## config.mk

```make
export PLATFORM = sky130hd
export DESIGN_NAME = picosoc_mem_ctrl
export DESIGN_NICKNAME = d
export VERILOG_FILES = /design/src/rtl/picosoc_mem_ctrl.sv
export SDC_FILE = /design/constraint.sdc
export NUM_CORES = 1
export LEC_CHECK = 0
export ABC_CLOCK_PERIOD_IN_PS = 7300
export CAP_MARGIN = 15
export CORE_MARGIN = 2
export CORE_UTILIZATION = 43
export CTS_CLUSTER_DIAMETER = 100
export DETAILED_ROUTE_END_ITERATION = 12
export PLACE_DENSITY = 0.95
export REMOVE_ABC_BUFFERS = 1
export SLEW_MARGIN = 20
export SYNTH_ARGS = -nofsm -noshare
export SYNTH_HDL_FRONTEND = slang
export SYNTH_SLANG_ARGS = --single-unit
```

## constraint.sdc

```tcl
create_clock -name clk -period 7.3 [get_ports clk]
set_input_delay 1.095 -clock clk [delete_from_list [all_inputs] [get_ports clk]]
set_output_delay 1.095 -clock clk [all_outputs]
set_load 0.01 [all_outputs]
```

## src/rtl/picosoc_mem_ctrl.sv

```systemverilog
// picosoc_mem_ctrl: initiator-side controller for one picosoc_mem SRAM.
// Turns PicoRV32 native-bus requests into registered SRAM wen/addr/wdata
// cycles. It captures the 1-cycle-latency SRAM read data for the CPU, and can
// zero-fill the whole SRAM after reset.
//
// Handshake: the CPU raises mem_valid and holds it, with address, data and
// strobes stable, until the block returns a single-cycle mem_ready pulse.
// mem_rdata is meaningful while mem_ready=1. A request outside the address
// window is never acknowledged. After every acknowledge there is one IDLE
// cycle before the next request is looked at.
module picosoc_mem_ctrl #(
    parameter int          WORDS          = 256,
    parameter logic [31:0] BASE_ADDR      = 32'h0000_0000,
    parameter bit          CLEAR_ON_RESET = 1'b1
) (
    input  logic        clk,
    input  logic        rst,
    input  logic        mem_valid,
    output logic        mem_ready,
    input  logic [31:0] mem_addr,
    input  logic [31:0] mem_wdata,
    input  logic [3:0]  mem_wstrb,
    output logic [31:0] mem_rdata,
    output logic        clr_busy,
    output logic [3:0]  ram_wen,
    output logic [21:0] ram_addr,
    output logic [31:0] ram_wdata,
    input  logic [31:0] ram_rdata,
    output logic [2:0]  dbg_state_o
);

    localparam int AW = $clog2(WORDS);
    localparam logic [AW-1:0] CNT_LAST = AW'(WORDS - 1);

    typedef enum logic [2:0] {
        S_CLEAR = 3'd0,
        S_IDLE  = 3'd1,
        S_WR    = 3'd2,
        S_RD    = 3'd3,
        S_RDW   = 3'd4,
        S_ACK   = 3'd5
    } state_t;

    state_t         state_q, state_d;
    logic [AW-1:0]  cnt_q, cnt_d;
    logic           mem_ready_q, mem_ready_d;
    logic [31:0]    mem_rdata_q, mem_rdata_d;
    logic           clr_busy_q, clr_busy_d;
    logic [3:0]     ram_wen_q, ram_wen_d;
    logic [21:0]    ram_addr_q, ram_addr_d;
    logic [31:0]    ram_wdata_q, ram_wdata_d;

    logic           hit;
    logic [AW-1:0]  idx;

    // Address decode: upper bits select the window, the low byte offset is ignored.
    always_comb begin
        hit = (mem_addr[31:AW+2] == BASE_ADDR[31:AW+2]);
        idx = mem_addr[AW+1:2];
    end

    // Next-state and registered-output logic; everything holds unless a state changes it.
    always_comb begin
        state_d     = state_q;
        cnt_d       = cnt_q;
        mem_ready_d = mem_ready_q;
        mem_rdata_d = mem_rdata_q;
        clr_busy_d  = clr_busy_q;
        ram_wen_d   = ram_wen_q;
        ram_addr_d  = ram_addr_q;
        ram_wdata_d = ram_wdata_q;

        case (state_q)
            S_CLEAR: begin
                // One full-word zero write per cycle; the last one leaves for IDLE.
                ram_wen_d   = 4'hF;
                ram_addr_d  = 22'(cnt_q);
                ram_wdata_d = 32'h0;
                cnt_d       = cnt_q + 1'b1;
                if (cnt_q == CNT_LAST) begin
                    clr_busy_d = 1'b0;
                    state_d    = S_IDLE;
                end
            end
            S_IDLE: begin
                ram_wen_d = 4'h0;
                if (mem_valid && hit) begin
                    ram_addr_d = 22'(idx);
                    if (mem_wstrb != 4'h0) begin
                        ram_wen_d   = mem_wstrb;
                        ram_wdata_d = mem_wdata;
                        state_d     = S_WR;
                    end else begin
                        state_d = S_RD;
                    end
                end
            end
            S_WR: begin
                // The SRAM takes the write on this edge; strobes go away right after.
                ram_wen_d   = 4'h0;
                mem_ready_d = 1'b1;
                state_d     = S_ACK;
            end
            S_RD: begin
                // The SRAM samples ram_addr at the end of this cycle.
                state_d = S_RDW;
            end
            S_RDW: begin
                mem_rdata_d = ram_rdata;
                mem_ready_d = 1'b1;
                state_d     = S_ACK;
            end
            S_ACK: begin
                mem_ready_d = 1'b0;
                state_d     = S_IDLE;
            end
            default: begin
                ram_wen_d   = 4'h0;
                mem_ready_d = 1'b0;
                state_d     = S_IDLE;
            end
        endcase
    end

    // State and output registers; reset drops ram_wen at once so an unsampled write is lost.
    always_ff @(posedge clk or posedge rst) begin
        if (rst) begin
            state_q     <= CLEAR_ON_RESET ? S_CLEAR : S_IDLE;
            cnt_q       <= '0;
            mem_ready_q <= 1'b0;
            mem_rdata_q <= 32'h0;
            clr_busy_q  <= CLEAR_ON_RESET;
            ram_wen_q   <= 4'h0;
            ram_addr_q  <= 22'h0;
            ram_wdata_q <= 32'h0;
        end else begin
            state_q     <= state_d;
            cnt_q       <= cnt_d;
            mem_ready_q <= mem_ready_d;
            mem_rdata_q <= mem_rdata_d;
            clr_busy_q  <= clr_busy_d;
            ram_wen_q   <= ram_wen_d;
            ram_addr_q  <= ram_addr_d;
            ram_wdata_q <= ram_wdata_d;
        end
    end

    // Output wiring.
    always_comb begin
        mem_ready   = mem_ready_q;
        mem_rdata   = mem_rdata_q;
        clr_busy    = clr_busy_q;
        ram_wen     = ram_wen_q;
        ram_addr    = ram_addr_q;
        ram_wdata   = ram_wdata_q;
        dbg_state_o = state_q;
    end

endmodule

```

Word level (Yosys, flattened, before mapping)
Cells that the tools add are included.
W data, S select, Z words.
{"block": "totals", "regBits": 103, "input_bits": 103, "out_inout_bits": 95, "elab_cells": 43}
{"block": "op_classes", "add_sub_neg": 1, "eq_ne": 9, "muxes": 13, "reduce_logical": 12}
{"cell": "$mux W32", "count": 2}
{"cell": "$pmux W32 S2", "count": 1}
{"cell": "$pmux W22 S2", "count": 1}
{"cell": "$logic_not A22 Y1", "count": 1}
{"cell": "$mux W22", "count": 1}
{"cell": "$pmux W3 S4", "count": 1}
{"cell": "$pmux W4 S3", "count": 1}
{"cell": "$add A8 B1 Y8 const B", "count": 1}
{"cell": "$eq A8 B8 Y1 const B", "count": 1}
{"cell": "$mux W4", "count": 2}
{"cell": "$eq A3 B2 Y1 const B", "count": 2}
{"cell": "$eq A3 B3 Y1 const B", "count": 2}
{"cell": "$mux W3", "count": 2}
{"cell": "$ne A2 B2 Y1 const B", "count": 3}
{"cell": "$reduce_and A2 Y1", "count": 3}
{"cell": "$reduce_or A3 Y1", "count": 2}
{"cell": "$reduce_bool A4 Y1", "count": 1}
{"cell": "$eq A3 B1 Y1 const B", "count": 1}
{"cell": "$logic_not A3 Y1", "count": 1}
{"cell": "$reduce_and A3 Y1", "count": 1}
{"cell": "$pmux W1 S2", "count": 1}
{"cell": "$reduce_bool A2 Y1", "count": 1}
{"cell": "$reduce_or A2 Y1", "count": 1}
{"cell": "$logic_and A1 B1 Y1", "count": 1}
{"cell": "$mux W1", "count": 1}

Longest topological paths before layout
{"block": "logic_depth", "depth_word": 4, "depth_mapped": 6}

Worst setup path after synthesis
OpenSTA, ideal clock, no wires.
{"block": "synth_path", "kind": "input-to-reg", "start": "in mem_addr[14]", "end": "reg ram_wdata_q[0] (netlist: ram_wdata[0])", "setup_time_ns": 0.122, "arrival_time_ns": 2.318, "t_required_ns": 7.178, "path_slack_ns": 4.861, "cell_stages": 5, "path_buffers": 1, "cell_sequence": "or4_4 -> nor2_4 -> nand4b_4 -> buf_6 -> a32o_1"}
{"block": "synth_between", "elab_chain_len": 4}
{"item": "from (decl)", "line_no": "20", "text": "input logic [31:0] mem_addr,"}
{"item": "$logic_not A22 Y1", "line_no": "58", "text": "hit = (mem_addr[31:AW+2] == BASE_ADDR[31:AW+2]);"}
{"item": "$logic_and A1 B1 Y1", "line_no": "87", "text": "if (mem_valid && hit) begin"}
{"item": "$ne A2 B2 Y1 (no line)"}
{"item": "$reduce_and A3 Y1 (no line)"}
{"item": "to (signal assigned)", "line_no": "144", "text": "ram_wdata_q <= ram_wdata_d;"}
{"item": "to (decl)", "line_no": "51", "text": "logic [31:0] ram_wdata_q, ram_wdata_d;"}
No other way between the ends.
A chain may end at the register's enable or synchronous reset.

Worst setup path in the final report
{"block": "layout_path", "start": "in mem_addr[11]", "end": "reg ram_wdata_q[17] (netlist: ram_wdata[17])"}
The elaborated chain is that of the path after synthesis.

==> results.md <==
- Share of final-layout standard cells stronger than drive strength 1: 7.14%
- Worst-skew pair later-pin latency: 0.33 ns
- Total number of yosys warnings: 0
- Leading area contributor after synthesis: sky130_fd_sc_hd__dfrtp_1
- Detail Route Antenna Nets: 0
- Vias in the first global route: 3280
- Number of inserted filler cells in the final layout: 639
- Element type at the critical path end: flip-flop
- Path type of the worst setup path: in2reg
- Average wire length per cell after detail routing: 17.7 um
- Cells after synthesis: 296
- Power per cell area: 160 mW/mm^2
- Achievable Freq: 0.300 GHz
- Most used standard cell by instance count after synthesis: sky130_fd_sc_hd__dfrtp_1
- Core Footprint: 0.00868 sq mm
- Fraction of the mapped netlist area in adder cells: 0.326%
- Buffers added on ports: 181
- Cell row count: 34
- Ys async rst share: 100%
- Logic depth of the worst setup path including buffers: 6
- Layout Skew: 0.00892 ns
- Critical path startpoint category: input pin
- Post-synth EDFFs: 0
- CP peak stage delay: 0.74 ns
- Total number of vias: 3120
- Antenna diode instance count: 0
- Worst hold-check path type: reg2reg
- Max-cap viol count: 0
- Pin count of the biggest net entering global routing: 90
- Hold violation total from the final report: 0
- I/O pin cnt: 198
- Critical path's top delay family: simple AND/OR/NAND/NOR gates
- Die footprint: 0.00969 sq mm
- Avg Vias per Cell: 5.34
- GRT Overall Usage: 21.1%
- Final routed wirelength across all metal layers: 10400 um
- Gates resized, CTS repair: 0
- Fin crit period: 3.33 ns
- Post-CTS clock slew at the launch and capture registers of the worst setup and hold paths: 0.09 ns
- Global-route wire length before repair: 16500 um
- Unrepaired setup endpoints after global routing: no
- Iteration-0 DRC Markers: 113
- Worst rel slew slack: 46.1%
- Initial Util: 44.2%
- Post-synthesis register bit count: 89
- DRC Markers: 0
- Synthesized area: 0.00383 sq mm
- Count of distinct cell types in the synthesized netlist: 42
- Area Growth Syn to Fin: 53.2%
- Final core utilization: 67.7%
- Depth of the worst hold-timing path: 1
- Top post-synthesis cells by count: 88 x sky130_fd_sc_hd__dfrtp_1, 32 x sky130_fd_sc_hd__a32o_1, 29 x sky130_fd_sc_hd__mux2_1
- Final Net Count: 575
- Number of endpoints failing setup at the final stage: 0
- Sum of buffers and inverters on the critical path: 2
- Largest buffer count on any clock path: 2
- Mean area per synthesized cell: 13.0 sq um
- Number of sinks on the clock net: 89
- CP arrival: 3.61 ns
- Portion of netlist area occupied by mux cells: 9.40%
- Non-filler cells in the finished layout: 584
- Antenna violations before repair: 0
- Combinational family with the most area after synthesis: compound AO/OA/AOI/OAI gates
- Worst-path maximum fanout: 17
- Number of cells on the worst reg-to-reg path: 5
- Height of the chip: 98.4 um
- Top cell type's share of synthesized area: 57.4%
- Final Slew Violations: 0
- Area fraction in compound gates after synthesis: 14.4%
- Simple-gate area share of the yosys netlist: 8.75%
- Slew at the pin closest to its max-slew limit: 0.808 ns
- H-tree level count: 3
- Register area share after synthesis: 58.1%
- Grt total ovfl: 0
- Worst setup slack after layout: 3.97 ns
- Weighted congestion reported at the end of routability-driven placement: 0.789
- Dpl hpwl: 7550 um
- Chain of cells forming the critical path: clkdlybuf4s50_1 -> nor4b_1 -> and4_1 -> and3_1 -> buf_8 -> a32o_1
- Status: completed
- Xor and xnor area share after synthesis: 1.60%
- Most area-consuming cells after synthesis: sky130_fd_sc_hd__dfrtp_1 57%, sky130_fd_sc_hd__mux2_1 8.5%, sky130_fd_sc_hd__a32o_1 8.4%
- Placement Setup Slack: 3.70 ns
- Leakage power figure: 2.58 nW
- Post-Place Cells: 568
- Data required, critical path: 7.58 ns
- Final worst hold slack: 0.490 ns
- Root buffer cell: sky130_fd_sc_hd__clkbuf_8
- Clock tree from TritonCTS: yes
- Aggregate negative setup slack: 0 ns
- Number of buffers added to fix hold violations after cts: 0
- Post-route clock period utilization: 45.7%
- Num CTS Buffers: 9
- Total iterations of the first detailed-routing run: 4
- Maximum ir drop on the vdd rail: 0.0000993 V
- Horiz. Die Dim: 98.4 um
- Cell with the largest stage delay on the worst path: sky130_fd_sc_hd__and3_1
- Top_reg_cell synth: sky130_fd_sc_hd__dfrtp_1
- Number of setup buffers added after CTS: 0
==> state kept, by name, summed over array words and instances, names as in the netlist <==
register,flops
ram_addr,8
mem_rdata,32
cnt_q,8
clr_busy,1
ram_wen,4
mem_ready,1
ram_wdata,32
dbg_state_o,3
==> final cells by class <==
cell class / instances / area (sq um) / area share [%]
Sequential cell: 89 / 2230 / 37.9
Inverter: 10 / 38.8 / 0.660
Multi-Input combinational cell: 174 / 1380 / 23.4
Timing Repair Buffer: 187 / 1870 / 31.8
Tap cell: 108 / 135 / 2.30
Clock inverter: 6 / 90.1 / 1.53
Clock buffer: 10 / 138 / 2.34
==> logic make-up after synthesis <==
logic type / count (synthesis)
AND/OR/NAND/NOR: 52
adder cells (fa/ha/maj): 1
buffers and inverters: 46
other: 1
XOR/XNOR: 7
flip-flops: 89
AO/OA/AOI/OAI: 68
multiplexers: 32
==> path summary, 6_finish.rpt <==
| check | start | endpoint | slack [ns] |
|---|---|---|---|
| min reg2reg | mem_rdata[11] | mem_rdata[11] | 0.49 |
| min in group asynchronous | rst | mem_rdata[5] | 1.29 |
| max in group asynchronous | rst | ram_addr[7] | 5.45 |
| min | mem_rdata[11] | mem_rdata[11] | 0.49 |
| max reg2reg | dbg_state_o[0] | ram_addr[2] | 4.99 |
| max | mem_addr[11] | ram_wdata[17] | 3.97 |
==> layer usage <==
layer / global-route usage, % / share of wire (%) / wire length [um] / vias to the layer above
met5: 0 / 0 / 0 / -
met4: 5.90 / 1.4 / 148 / 0
met2: 36.5 / 50 / 5220 / 138
li1: - / - / - / 1422
met3: 5.25 / 7.2 / 741 / 17
met1: 26.6 / 41 / 4240 / 1543
==> power breakdown <==
part	switching (W)	internal, W
combinational	0.0000231	0.0000486
clock	0.000173	0.000204
sequential	0	0.000493
==> layout by cell type (no fill, tap or decap), types with 5 or more instances in the layout <==
cell type | Yosys | layout
sky130_fd_sc_hd__a21oi_1 | 12 | 12
sky130_fd_sc_hd__a311oi_1 | 8 | 8
sky130_fd_sc_hd__a32o_1 | 32 | 32
sky130_fd_sc_hd__clkbuf_8 | 0 | 10
sky130_fd_sc_hd__clkdlybuf4s50_1 | 0 | 181
sky130_fd_sc_hd__conb_1 | 1 | 14
sky130_fd_sc_hd__dfrtp_1 | 88 | 88
sky130_fd_sc_hd__inv_1 | 10 | 9
sky130_fd_sc_hd__mux2_1 | 29 | 29
sky130_fd_sc_hd__nand2_1 | 11 | 11
sky130_fd_sc_hd__nand2b_1 | 8 | 8
sky130_fd_sc_hd__nor2_1 | 5 | 5
sky130_fd_sc_hd__o22ai_1 | 9 | 9
sky130_fd_sc_hd__xnor2_1 | 5 | 5
==> through the flow <==
stage,total power (W),cell area [sq um]
2_1_floorplan,0.000516,3640
5_1_grt,0.000975,5870
4_1_cts,0.000953,5870
3_3_place_gp,0.000572,5630
6_report,0.000941,5870
3_5_place_dp,0.000574,5640
Power figures use the tool's default switching activity.
==> patch 1: new RTL, config.mk and constraints unchanged <==
Set the parameter `WORDS` to 512 (it was 256).
--- a/src/rtl/picosoc_mem_ctrl.sv
+++ b/src/rtl/picosoc_mem_ctrl.sv
@@ -11,3 +11,3 @@
 module picosoc_mem_ctrl #(
-    parameter int          WORDS          = 256,
+    parameter int          WORDS          = 512,
     parameter logic [31:0] BASE_ADDR      = 32'h0000_0000,
Function: same outputs for any inputs over 10 cycles, from zero or initial values and one cycle with rst high; that may be too few to reach the edited logic, so the function may still have changed.
==> patch 1 against the unedited design <==
  * Sequential cell count up 2
  * Final area is 1.0% lower
  * First-iteration DRC count decreased by 12%
  * Routed wire length down 7.8%
  * Non-clock buffer count decreased by 2
  * Sequential share of layout area is 1.2 points higher
  * Synthesized area down 2.2%
  * Setup slack improved by 330 ps
  * Worst hold slack hardly changed
  * Maximum frequency rose by 11%
  * Critical path depth up 1
  * Clock skew increased by 3.5 ps
  * Power is 0.66% lower
==> patch 1: results (changes against the unedited design) <==
stage,metric,value,unit,change
global_routing,grt_pass1_vias,3077,,was 3280
logic_synthesis,synth_area_leaders,"dfrtp_1 60%, mux2_1 8.7%, a22o_1 7.5%",,"was dfrtp_1 57%, mux2_1 8.5%, a32o_1 8.4%"
clock_network,path_clk_slew,90,ps,about the same
timing,worst_pin_slew,1020,ps,was 808 ps
clock_network,root_buffer,clkbuf_8,,unchanged
worst_setup_path,path_max_fanout,31,,was 17
global_routing,gr-usage-all-layers,20.4,%,was 21.1%
clock_network,cts_resized,0,,unchanged
worst_setup_path,cp.arrival,3250,ps,was 3610 ps
finish,multi_input_area_share,22.7,%,was 23.4%
logic_synthesis,synthTopCellsByCount,"90 x dfrtp_1, 32 x a22o_1, 29 x mux2_1",,"was 88 x dfrtp_1, 32 x a32o_1, 29 x mux2_1"
clock_network,clock-sinks,91,,was 89
drt,vias,2937,,was 3120
global_routing,grt_max_degree,92,,was 90
worst_setup_path,rrSetupSlack,4880,ps,was 4990 ps
drt,drt_iter0_drc,99,,was 113
worst_setup_path,slowest_stage,nor2_2,,was and3_1
placed_design,port_buffers,182,,was 181
logic_synthesis,async_flop_share,100,%,unchanged
logic_synthesis,yosysSeqAreaShare,60.7,%,was 58.1%
drt,drt_pre_antenna_iters,4,,unchanged
worst_setup_path,cpPeakStageDelay,560,ps,was 740 ps
finish,nNonClkBuffers,185,,was 187
placed_design,place_congestion,0.778,,was 0.789
timing,finalClockSkew,12.4,ps,was 8.92 ps
hold_path,hold_class,flip-flop to flip-flop,,unchanged
logic_synthesis,yosys_warnings,0,,unchanged
finish,clkCellAreaFrac,3.74,%,was 3.88%
finish,final_nets,568,,was 575
logic_synthesis,synth_compound_area_share,13.8,%,was 14.4%
finish,fill_cells,612,,was 639
finish,nonClkBufAreaFrac,31.8,%,about the same
logic_synthesis,synth-xor-area-share,1.87,%,was 1.60%
worst_setup_path,ff2ff_path_depth,4,,was 5
worst_setup_path,crit_path_end,ram_wdata[18]$_DFFE_PP0P_,,was ram_wdata[17]$_DFFE_PP0P_
global_routing,grt_pass1_wl,15400,microns,was 16500 microns
placed_design,dp_hpwl,7020,microns,was 7550 microns
clock_network,clkLatencyLatePin,360,ps,was 330 ps
finish,inverters,3,,was 10
power,p_leak,2.66,nW,was 2.58 nW
finish,multi_input_gates,173,,was 174
logic_synthesis,synthAdderAreaFrac,0.667,%,was 0.326%
status,status,completed,,unchanged
logic_synthesis,muxShareOfSynthArea,9.87,%,was 9.40%
finish,layout-drive-gt1-share,7.48,%,was 7.14%
worst_setup_path,regToRegStartpoint,dbg_state_o[1]$_DFFE_PP0P_,,was dbg_state_o[0]$_DFFE_PP0P_
worst_setup_path,cp-startpoint,mem_addr[26],,was mem_addr[11]
logic_synthesis,ys_types,37,,was 42
drt,wl_per_cell,16.6,microns,was 17.7 microns
power,ir_worst_vdd,0.0996,mV,was 0.0993 mV
finish,seq_share,39.2,%,was 37.9%
==> patch 1: per-layer routing <==
| layer | global-route usage [%] | vias up | wire length, microns |
|---|---|---|---|
| met5 | 0 | - | 0 |
| met4 | 8.12 | 0 | 203 |
| met3 | 4.75 | 17 | 621 |
| met2 | 34.7 | 132 | 4850 |
| met1 | 25.2 | 1406 | 3880 |
| li1 | - | 1382 | - |
==> patch 1: worst min path at each step <==
stage                                          from                   endpoint  slack, ps  cells after the start
after global placement     mem_rdata[7]$_DFFE_PP0P_   mem_rdata[7]$_DFFE_PP0P_        470                      1
after global routing      mem_rdata[25]$_DFFE_PP0P_  mem_rdata[25]$_DFFE_PP0P_        500                      1
after detailed placement  mem_rdata[15]$_DFFE_PP0P_  mem_rdata[15]$_DFFE_PP0P_        470                      1
after floorplan                cnt_q[5]$_DFFE_PP0P_       cnt_q[5]$_DFFE_PP0P_        460                      1
after CTS                      clr_busy$_DFFE_PP1P_       clr_busy$_DFFE_PP1P_        490                      1
final                     mem_rdata[25]$_DFFE_PP0P_  mem_rdata[25]$_DFFE_PP0P_        490                      1
==> patch 1: metrics by stage <==
stage | std cells | setup slack (ps) | cell area [sq um] | hold slack, ps
6_report | 576 | 4290 | 5810 | 490
5_1_grt | 576 | 4130 | 5810 | 502
4_1_cts | 576 | 4170 | 5810 | 492
3_5_place_dp | 560 | 3790 | 5590 | 474
3_3_place_gp | 560 | 3890 | 5590 | 467
2_1_floorplan | 267 | 3840 | 3600 | 457
==> patch 1: where the power goes <==
part | switching [mW] | internal (mW) | leakage (nW) | total [mW]
sequential | 0.0000681 | 0.504 | 1.21 | 0.504
combinational | 0.0227 | 0.0485 | 1.34 | 0.0712
clock | 0.192 | 0.168 | 0.107 | 0.360
total | 0.215 | 0.720 | 2.66 | 0.935
==> patch 2: new RTL, config.mk and constraints unchanged <==
Made on the original files. `ram_wdata_q` no longer has a reset.
--- a/src/rtl/picosoc_mem_ctrl.sv
+++ b/src/rtl/picosoc_mem_ctrl.sv
@@ -134,3 +134,2 @@
             ram_addr_q  <= 22'h0;
-            ram_wdata_q <= 32'h0;
         end else begin
@@ -143,4 +142,7 @@
             ram_addr_q  <= ram_addr_d;
-            ram_wdata_q <= ram_wdata_d;
         end
+    end
+
+    always_ff @(posedge clk) begin
+        ram_wdata_q <= ram_wdata_d;
     end
Function: same outputs for any inputs over 10 cycles, from zero or initial values and one cycle with rst high; that may be too few to reach the edited logic, so the function may still have changed.
==> patch 2 against the unedited design <==
  * Worst hold slack lost 27 ps
  * Power down 2.9%
  * Final area decreased by 1.2%
  * Routed wire length decreased by 10%
  * Non-clock buffer count down 3
  * Synthesized area decreased by 0.85%
  * Sequential cell count unchanged
  * Setup slack better by 200 ps
  * Count of clock-buffer cells in the layout grew 1
  * First-iteration DRC count is 19% lower
  * Register-to-register slack lost 370 ps
  * Critical path type unchanged
==> patch 2: results (changes against the unedited design) <==
stage,metric,value,unit,change
placed_design,place_congestion,0.823,,was 0.789
logic_synthesis,synth_edf_count,32,,was 0
drt,drt_pre_antenna_iters,4,,unchanged
timing,holdWs,463,ps,was 490 ps
global_routing,antenna_found_initial,0,,unchanged
global_routing,use_met1,22.3,%,was 26.6%
logic_synthesis,yosysSeqAreaShare,62.8,%,was 58.1%
logic_synthesis,ys_types,38,,was 42
logic_synthesis,async_flop_share,64.0,%,was 100%
logic_synthesis,synthAdderAreaFrac,0.329,%,was 0.326%
placed_design,dp_hpwl,6910,microns,was 7550 microns
drt,wl_per_cell,16.3,microns,was 17.7 microns
worst_setup_path,regToRegStartpoint,dbg_state_o[0]$_DFFE_PP0P_,,unchanged
finish,final_nets,562,,was 575
finish,layout-drive-gt1-share,13.8,%,was 7.14%
worst_setup_path,rrSetupSlack,4620,ps,was 4990 ps
global_routing,use_met2,33.9,%,was 36.5%
power,p_per_area,157,mW/mm^2,was 160 mW/mm^2
hold_path,holdCritStartpoint,clr_busy$_DFFE_PP1P_,,was mem_rdata[11]$_DFFE_PP0P_
status,status,completed,,unchanged
timing,slew_headroom,49.3,%,was 46.1%
drt,drt_iter0_drc,91,,was 113
clock_network,cts_resized,0,,unchanged
placed_design,port_buffers,181,,unchanged
logic_synthesis,synthTopCellsByCount,"56 x dfrtp_1, 34 x mux2_2, 33 x and3_1",,"was 88 x dfrtp_1, 32 x a32o_1, 29 x mux2_1"
global_routing,grt_pass1_vias,2959,,was 3280
timing,layout_setup_ws,4160,ps,was 3970 ps
global_routing,grt_pass1_wl,14500,microns,was 16500 microns
global_routing,gr-usage-all-layers,19.0,%,was 21.1%
worst_setup_path,path_max_fanout,32,,was 17
worst_setup_path,cp.arrival,3130,ps,was 3610 ps
logic_synthesis,synth-xor-area-share,1.61,%,was 1.60%
worst_setup_path,slowest_stage,or4_4,,was and3_1
power,ir_worst_vdd,0.102,mV,was 0.0993 mV
logic_synthesis,synth_area_leaders,"dfrtp_1 37%, edfxtp_1 25%, mux2_2 10%",,"was dfrtp_1 57%, mux2_1 8.5%, a32o_1 8.4%"
hold_path,hold_class,flip-flop to flip-flop,,unchanged
placed_design,pre_cts_ws,3810,ps,was 3700 ps
global_routing,grt_max_degree,58,,was 90
drt,viasPerCell,5.05,,was 5.34
timing,finalClockSkew,11.6,ps,was 8.92 ps
logic_synthesis,synth_compound_area_share,6.35,%,was 14.4%
worst_setup_path,cpPeakStageDelay,550,ps,was 740 ps
clock_network,ctsHtreeMaxLevel,3,,unchanged
power,p_leak,2.59,nW,was 2.58 nW
worst_setup_path,cp_top_family,simple AND/OR/NAND/NOR gates,,unchanged
logic_synthesis,muxShareOfSynthArea,10.1,%,was 9.40%
worst_setup_path,r2r-end,ram_wdata[3]$_SDFFCE_PN0P_,,was ram_addr[2]$_DFFE_PP0P_
hold_path,holdPathEnd,clr_busy$_DFFE_PP1P_,,was mem_rdata[11]$_DFFE_PP0P_
global_routing,met3_usage,5.30,%,was 5.25%
==> patch 2: through the flow <==
stage	instance area, sq um	cells
floorplan	3640	263
global placement	5620	555
detailed placement	5620	555
CTS	5800	571
global route	5800	571
finish	5800	571
==> patch 2: cell type report <==
cell class                 instances  area, sq um
multi-input combinational        163         1220
sequential                        89         2390
clock inverter                     5         30.0
timing repair buffer             184         1830
tap                              108          135
inverter                          11         43.8
clock buffer                      11          145
fill                             638         2830
==> patch 2: kinds of logic after synthesis <==
kind of cell,count (synthesis)
flip-flops,89
AND/OR/NAND/NOR,76
buffers and inverters,45
multiplexers,34
AO/OA/AOI/OAI,31
XOR/XNOR,7
adder cells (fa/ha/maj),1
other,1
==> patch 2: worst max path at each step <==
| stage | start | endpoint | cells after the start |
|---|---|---|---|
| 2_1_floorplan | mem_addr[14] | ram_wdata[0]$_SDFFCE_PN0P_ | 4 |
| 3_3_place_gp | mem_addr[14] | ram_wdata[12]$_SDFFCE_PN0P_ | 6 |
| 3_5_place_dp | mem_addr[14] | ram_wdata[1]$_SDFFCE_PN0P_ | 6 |
| 4_1_cts | mem_addr[14] | ram_wdata[3]$_SDFFCE_PN0P_ | 6 |
| 5_1_grt | mem_addr[11] | ram_wdata[3]$_SDFFCE_PN0P_ | 6 |
| 6_report | mem_addr[14] | ram_wdata[3]$_SDFFCE_PN0P_ | 6 |
==> patch 2: layer usage <==
layer  routed length, microns  up-vias
li1                         -     1347
met1                     3630     1398
met5                        0        -
met2                     4890      127
met3                      618       13
met4                      169        0
==> patch 2: report_power, final <==
part / internal, mW / switching [mW] / total [mW]
Sequential: 0.520 / 0.00565 / 0.526
Clock: 0.136 / 0.168 / 0.304
Combinational: 0.0582 / 0.0257 / 0.0839
